[src/rtl/lcd_timing_pkg.sv]
`default_nettype none
// +----------------------------------------------------------------------+
// | lcd_timing_pkg : pattern codes, bar colours, counter width helper    |
// | Revision 1.0                                                         |
// +----------------------------------------------------------------------+
package lcd_timing_pkg;

  typedef enum logic [2:0] {
    BARS  = 3'd0,
    GRID  = 3'd1,
    GRAD  = 3'd2,
    SOLID = 3'd3,
    CHECK = 3'd4
  } pattern_e;

  localparam logic [23:0] C_WHITE   = 24'hFF_FF_FF;
  localparam logic [23:0] C_YELLOW  = 24'hFF_FF_00;
  localparam logic [23:0] C_CYAN    = 24'h00_FF_FF;
  localparam logic [23:0] C_GREEN   = 24'h00_FF_00;
  localparam logic [23:0] C_MAGENTA = 24'hFF_00_FF;
  localparam logic [23:0] C_RED     = 24'hFF_00_00;
  localparam logic [23:0] C_BLUE    = 24'h00_00_FF;
  localparam logic [23:0] C_BLACK   = 24'h00_00_00;

  function automatic logic [23:0] bar_colour(input logic [2:0] idx);
    case (idx)
      3'd0:    return C_WHITE;
      3'd1:    return C_YELLOW;
      3'd2:    return C_CYAN;
      3'd3:    return C_GREEN;
      3'd4:    return C_MAGENTA;
      3'd5:    return C_RED;
      3'd6:    return C_BLUE;
      default: return C_BLACK;
    endcase
  endfunction

  // $clog2(1) is 0, which would give a zero-width counter
  function automatic int cnt_width(input int n);
    return (n < 2) ? 1 : $clog2(n);
  endfunction

endpackage
`default_nettype wire

[src/rtl/lcd_pattern_gen.sv]
`default_nettype none
// +----------------------------------------------------------------------+
// | lcd_pattern_gen : combinational test-pattern colour for pixel (x,y)  |
// | Revision 1.0                                                         |
// +----------------------------------------------------------------------+
module lcd_pattern_gen
  import lcd_timing_pkg::*;
#(
  parameter int X_W      = 10,
  parameter int Y_W      = 9,
  parameter int H_ACTIVE = 480,
  parameter int R_W      = 5,
  parameter int G_W      = 6,
  parameter int B_W      = 5
) (
  input  logic [X_W-1:0]         x,
  input  logic [Y_W-1:0]         y,
  input  logic [2:0]             pattern,
  input  logic [R_W+G_W+B_W-1:0] solid_rgb,
  output logic [R_W-1:0]         r,
  output logic [G_W-1:0]         g,
  output logic [B_W-1:0]         b
);

  logic [8:0]     w_x9;
  logic [2:0]     w_bar;
  logic [23:0]    w_rgb24;
  logic           w_direct;
  logic [R_W-1:0] w_dr;
  logic [G_W-1:0] w_dg;
  logic [B_W-1:0] w_db;

  assign w_x9 = 9'(x);

  always_comb begin
    w_rgb24  = C_BLACK;
    w_direct = 1'b0;
    w_dr     = '0;
    w_dg     = '0;
    w_db     = '0;
    w_bar    = 3'd0;
    // bar k starts at floor(k*H_ACTIVE/8); the last boundary passed wins
    for (int k = 1; k < 8; k++) begin
      if (int'(x) >= (k * H_ACTIVE) / 8) w_bar = 3'(k);
    end
    case (pattern_e'(pattern))
      BARS:  w_rgb24 = bar_colour(w_bar);
      GRID:  if ((int'(x) % 16 == 0) || (int'(y) % 16 == 0)) w_rgb24 = C_WHITE;
      GRAD: begin
        w_direct = 1'b1;
        w_dr     = w_x9[8 -: R_W];
        w_dg     = w_x9[8 -: G_W];
        w_db     = w_x9[8 -: B_W];
      end
      SOLID: begin
        w_direct         = 1'b1;
        {w_dr, w_dg, w_db} = solid_rgb;
      end
      CHECK: if ((((int'(x) >> 4) ^ (int'(y) >> 4)) & 1) != 0) w_rgb24 = C_WHITE;
      default: w_rgb24 = C_BLACK;
    endcase
  end

  assign r = w_direct ? w_dr : w_rgb24[23 -: R_W];
  assign g = w_direct ? w_dg : w_rgb24[15 -: G_W];
  assign b = w_direct ? w_db : w_rgb24[7  -: B_W];

endmodule
`default_nettype wire

[src/rtl/lcd_timing_gen.sv]
`default_nettype none
// +----------------------------------------------------------------------+
// | lcd_timing_gen : RGB-LCD timing, test patterns and frame events      |
// | Revision 1.0                                                         |
// +----------------------------------------------------------------------+
module lcd_timing_gen
  import lcd_timing_pkg::*;
#(
  parameter int CLK_DIV  = 10,
  parameter int H_ACTIVE = 480,
  parameter int H_FP     = 8,
  parameter int H_SYNC   = 4,
  parameter int H_BP     = 43,
  parameter int V_ACTIVE = 272,
  parameter int V_FP     = 8,
  parameter int V_SYNC   = 4,
  parameter int V_BP     = 12,
  parameter int HS_POL   = 0,
  parameter int VS_POL   = 0,
  parameter int R_W      = 5,
  parameter int G_W      = 6,
  parameter int B_W      = 5
) (
  input  logic                   clk,
  input  logic                   rst,
  input  logic                   enable,
  input  logic [2:0]             pattern_sel,
  input  logic [R_W+G_W+B_W-1:0] solid_rgb,
  output logic                   lcd_clk,
  output logic                   lcd_de,
  output logic                   lcd_hsync,
  output logic                   lcd_vsync,
  output logic [R_W-1:0]         lcd_r,
  output logic [G_W-1:0]         lcd_g,
  output logic [B_W-1:0]         lcd_b,
  output logic                   frame_start,
  output logic [15:0]            frame_count
);

  localparam int H_TOTAL = H_ACTIVE + H_FP + H_SYNC + H_BP;
  localparam int V_TOTAL = V_ACTIVE + V_FP + V_SYNC + V_BP;
  localparam int H_W     = cnt_width(H_TOTAL);
  localparam int V_W     = cnt_width(V_TOTAL);
  localparam int DIV_W   = cnt_width(CLK_DIV);

  localparam logic C_HS_ACT  = (HS_POL != 0);
  localparam logic C_VS_ACT  = (VS_POL != 0);
  localparam logic C_HS_IDLE = ~C_HS_ACT;
  localparam logic C_VS_IDLE = ~C_VS_ACT;

  logic [DIV_W-1:0] div_cnt_q, div_cnt_d;
  logic [H_W-1:0]   h_cnt_q, h_cnt_d;
  logic [V_W-1:0]   v_cnt_q, v_cnt_d;
  logic             lcd_clk_q, lcd_clk_d;
  logic             de_q, de_d;
  logic             hs_q, hs_d;
  logic             vs_q, vs_d;
  logic [R_W-1:0]   r_q, r_d;
  logic [G_W-1:0]   g_q, g_d;
  logic [B_W-1:0]   b_q, b_d;
  logic             frame_start_q, frame_start_d;
  logic [15:0]      frame_count_q, frame_count_d;
  logic [2:0]       pattern_q, pattern_d;

  logic             w_pix_en;
  logic             w_origin;
  logic [2:0]       w_pat_eff;
  logic             w_de;
  logic             w_hs_act;
  logic             w_vs_act;
  logic [R_W-1:0]   w_r;
  logic [G_W-1:0]   w_g;
  logic [B_W-1:0]   w_b;

  assign w_pix_en = (int'(div_cnt_q) == CLK_DIV - 1);
  assign w_origin = (h_cnt_q == '0) && (v_cnt_q == '0);
  // Pixel (0,0) already uses the newly latched select so a frame never mixes two patterns
  assign w_pat_eff = w_origin ? pattern_sel : pattern_q;

  assign w_de     = (int'(h_cnt_q) < H_ACTIVE) && (int'(v_cnt_q) < V_ACTIVE);
  assign w_hs_act = (int'(h_cnt_q) >= H_ACTIVE + H_FP) &&
                    (int'(h_cnt_q) <  H_ACTIVE + H_FP + H_SYNC);
  assign w_vs_act = (int'(v_cnt_q) >= V_ACTIVE + V_FP) &&
                    (int'(v_cnt_q) <  V_ACTIVE + V_FP + V_SYNC);

  lcd_pattern_gen #(
    .X_W      (H_W),
    .Y_W      (V_W),
    .H_ACTIVE (H_ACTIVE),
    .R_W      (R_W),
    .G_W      (G_W),
    .B_W      (B_W)
  ) u_pattern (
    .x         (h_cnt_q),
    .y         (v_cnt_q),
    .pattern   (w_pat_eff),
    .solid_rgb (solid_rgb),
    .r         (w_r),
    .g         (w_g),
    .b         (w_b)
  );

  always_comb begin
    div_cnt_d     = div_cnt_q;
    h_cnt_d       = h_cnt_q;
    v_cnt_d       = v_cnt_q;
    lcd_clk_d     = lcd_clk_q;
    de_d          = de_q;
    hs_d          = hs_q;
    vs_d          = vs_q;
    r_d           = r_q;
    g_d           = g_q;
    b_d           = b_q;
    frame_start_d = 1'b0;
    frame_count_d = frame_count_q;
    pattern_d     = pattern_q;

    if (!enable) begin
      div_cnt_d = '0;
      h_cnt_d   = '0;
      v_cnt_d   = '0;
      lcd_clk_d = 1'b0;
      de_d      = 1'b0;
      hs_d      = C_HS_IDLE;
      vs_d      = C_VS_IDLE;
      r_d       = '0;
      g_d       = '0;
      b_d       = '0;
    end else begin
      // high for the second half of each pixel so the panel samples mid-pixel
      lcd_clk_d = (int'(div_cnt_q) >= CLK_DIV / 2);
      div_cnt_d = w_pix_en ? '0 : div_cnt_q + DIV_W'(1);
      if (w_pix_en) begin
        if (int'(h_cnt_q) == H_TOTAL - 1) begin
          h_cnt_d = '0;
          v_cnt_d = (int'(v_cnt_q) == V_TOTAL - 1) ? '0 : v_cnt_q + V_W'(1);
        end else begin
          h_cnt_d = h_cnt_q + H_W'(1);
        end
        de_d = w_de;
        hs_d = w_hs_act ? C_HS_ACT : C_HS_IDLE;
        vs_d = w_vs_act ? C_VS_ACT : C_VS_IDLE;
        r_d  = w_de ? w_r : '0;
        g_d  = w_de ? w_g : '0;
        b_d  = w_de ? w_b : '0;
        if (w_origin) begin
          frame_start_d = 1'b1;
          frame_count_d = frame_count_q + 16'd1;
          pattern_d     = pattern_sel;
        end
      end
    end
  end

  always_ff @(posedge clk) begin
    if (rst) begin
      div_cnt_q     <= '0;
      h_cnt_q       <= '0;
      v_cnt_q       <= '0;
      lcd_clk_q     <= 1'b0;
      de_q          <= 1'b0;
      hs_q          <= C_HS_IDLE;
      vs_q          <= C_VS_IDLE;
      r_q           <= '0;
      g_q           <= '0;
      b_q           <= '0;
      frame_start_q <= 1'b0;
      frame_count_q <= '0;
      pattern_q     <= '0;
    end else begin
      div_cnt_q     <= div_cnt_d;
      h_cnt_q       <= h_cnt_d;
      v_cnt_q       <= v_cnt_d;
      lcd_clk_q     <= lcd_clk_d;
      de_q          <= de_d;
      hs_q          <= hs_d;
      vs_q          <= vs_d;
      r_q           <= r_d;
      g_q           <= g_d;
      b_q           <= b_d;
      frame_start_q <= frame_start_d;
      frame_count_q <= frame_count_d;
      pattern_q     <= pattern_d;
    end
  end

  assign lcd_clk     = lcd_clk_q;
  assign lcd_de      = de_q;
  assign lcd_hsync   = hs_q;
  assign lcd_vsync   = vs_q;
  assign lcd_r       = r_q;
  assign lcd_g       = g_q;
  assign lcd_b       = b_q;
  assign frame_start = frame_start_q;
  assign frame_count = frame_count_q;

endmodule
`default_nettype wire
[config.mk]
export PLATFORM = sky130hd
export DESIGN_NAME = lcd_timing_gen
export DESIGN_NICKNAME = d
export VERILOG_FILES = /design/src/rtl/lcd_timing_pkg.sv /design/src/rtl/lcd_pattern_gen.sv /design/src/rtl/lcd_timing_gen.sv
export SDC_FILE = /design/constraint.sdc
export NUM_CORES = 1
export LEC_CHECK = 0
export CAP_MARGIN = 20
export CORE_ASPECT_RATIO = 1.25
export CORE_MARGIN = 3
export CORE_UTILIZATION = 25
export CTS_CLUSTER_DIAMETER = 200
export DETAILED_ROUTE_END_ITERATION = 10
export PLACE_DENSITY = 0.52
export SLEW_MARGIN = 10
export SYNTH_ARGS = -nofsm -noshare
export SYNTH_HDL_FRONTEND = slang
export SYNTH_SLANG_ARGS = --single-unit
[constraint.sdc]
create_clock -name clk -period 3 [get_ports clk]
set_input_delay 0.3 -clock clk [delete_from_list [all_inputs] [get_ports clk]]
set_output_delay 0.3 -clock clk [all_outputs]
set_load 0.005 [all_outputs]
==> reports/metrics.cfg <==
[floorplan]
dieArea_um2=14180
die_w_um=107.1
start_util_pct=25.91
row_count=45
die_y_um=132.4
io_pins=59
coreArea_um2=12330

[power_and_ir_drop]
power_density_nw_per_um2=441.6
vdd_drop_max_v=0.0001731
power_mw=1.875
leakagePower_nw=1.472

[clock_tree]
cts_tree=done
holdBufCountCts=0
post_cts_buffers=0
cts_made_buffers=9
clkLatencyLatePin_ns=0.33
clk_pin_slew_worst_paths_ns=0.05
cts_resized=0
cts_root_buf=clkbuf_16
htreeDepth=3
cts.sinks=63
cts_buffer_depth=2

[synth]
syn_area_um2=3194
ys.flop_type=dfxtp_1
syn_inst=388
synth_cell_types=47
synth_top_area_cell=dfxtp_1
synth_edf_count=0
yosys-top-cells-area=dfxtp_1 (39%), nor2_1 (5.4%), o21ai_0 (5.3%)
synth_top_area_share_pct=39.48
yosysWarnings=0
async_flop_share_pct=0
ys_ff_latch=63
synth_seq_area_share_pct=39.48
syn_nets=419
syn_avg_cell_area_um2=8.233

[cells_and_area]
num_antenna_cells=0
final_common_cell=dfxtp_1
layout.nets=478
stdcell_count=616
syn_to_final_growth_pct=32.94
layout_common_cells=dfxtp_1 (63), clkdlybuf4s50_1 (58), nor2_1 (46)
drive_gt1_share_pct=7.965

[critical_path]
cp_slowest_cell=mux2_2
slowest_delay_ns=0.52
crit_path_max_fanout=16
arrival_ns=2.73
start_kind=flop
crit_buf_inv=1
path_cells=inv_1 > ha_1 > nor3b_1 > nand3_1 > nor2_1 > mux2_2 > a221oi_1 > o21ai_0
crit_type=flop to flop
r2r_slack_ns=0.46
cp-end-kind=flop
required_ns=3.19
cpLargestDelayFamily=simple AND/OR/NAND/NOR gates

[status]
outcome=complete, no violations

[place]
place.gp.congestion=0.7990
hpwl_um=5973
placed_cells=600
portBuffers=58

[sta]
finalSetupViolCount=0
rsz0062_at_grt=no
drv_slew=0
finalCriticalPeriod_ns=2.542
timing.fmax_mhz=393.4
setup_tns_ns=0
final-hold-violation-count=0
fin_crit_sh_pct=84.73
slew_headroom_pct=53.27
tightestPinTransition_ns=0.7000
fin_skew_ns=0.006501

[detailed_routing]
vias=2922
routedWlPerCell_um=13.55
drc=0
drt_iter0_drc=98
firstDrtPassIters=4
vias_per_cell=4.744
wirelength_um=8347
ant_nets=0

[job]
maxCapViolations=0

[global_route]
grt_overflow=0
grt_max_degree=20
first_global_vias=2917
grt_pass1_wl_um=13860
track_usage_pct=12.10
antenna_found_initial=0

[min_path]
hp-class=flop to flop

-- power breakdown --
group | switching, mW | internal, mW
Combinational | 0.0364 | 0.0396
Sequential | 0.00140 | 0.839
Clock | 0.362 | 0.597
Total | 0.400 | 1.48
-- area by class of cell --
type,count,area (um2)
timing repair buffer,66,640.6
multi-input combinational,294,1814
tap,164,205.2
fill,1284,8084
clock inverter,4,20.02
inverter,13,48.80
clock buffer,12,256.5
sequential,63,1261
-- state kept, by name, summed over array words and instances (netlist names) --
signal / count
lcd_b: 5
div_cnt_q: 4
lcd_clk: 1
lcd_hsync: 1
lcd_r: 5
frame_count: 16
lcd_vsync: 1
v_cnt_q: 9
lcd_de: 1
pattern_q: 3
h_cnt_q: 10
frame_start: 1
lcd_g: 6
-- path summary, 6_finish.rpt --
check                                start  endpoint  depth (start not counted)
worst max-delay path            v_cnt_q[0]  lcd_g[5]                          8
worst min-delay path                lcd_de    lcd_de                          2
worst max register to register  v_cnt_q[0]  lcd_g[5]                          8
worst min register to register      lcd_de    lcd_de                          2
-- cell families (layout without fill, tap and decap cells) --
logic type	Yosys count	count (layout)	share of synthesized area, %
simple gates	172	172	28.79
compound gates	84	84	16.29
flops	63	63	39.48
buf+inv	31	95	3.721
xor+xnor	24	24	6.580
fa+ha+maj	9	9	3.525
mux	5	5	1.606
-- layer usage --
layer  vias to the layer above  track usage, %  wire length (um)  part of all wire (%)
met5                         -               0                 0                     0
met4                         0           6.823               214                   2.6
met3                        12           1.960               378                   4.5
met2                        56           20.22              3945                    47
met1                      1350           14.57              3808                    46
li1                       1504               -                 -                     -
-- synthesized netlist by cell type (8+ instances only) --
cell	n
dfxtp_1	63
nor2_1	46
nand2_1	44
o21ai_0	34
a21oi_1	19
a221oi_1	16
clkbuf_1	15
nand3_1	13
or3_1	13
inv_1	12
xnor2_1	12
xor2_1	12
nand4_1	10
ha_1	9
nor3_1	8
-- per-stage QoR --
step	setup slack (ns)	area (um2)	utilization, %	hold slack [ns]
floorplan	0.7251	3194	-	0.4386
global route	0.1458	4247	34.44	0.4850
global placement	0.5951	3963	32.14	0.4356
finish	0.4581	4247	34.44	0.4535
CTS	0.4337	4247	34.44	0.4574
detailed placement	0.4865	3970	32.20	0.4448
-- worst reg2reg max path: cells and delay by family, from the launching register on --
kind                     cells  cell delay, ns
AND/OR/NAND/NOR              3            0.93
multiplexers                 1            0.52
AO/OA/AOI/OAI                2            0.42
flip-flops                   1            0.34
adder cells (fa/ha/maj)      1            0.13
buffers and inverters        1            0.07
Power figures use the tool's default switching activity.
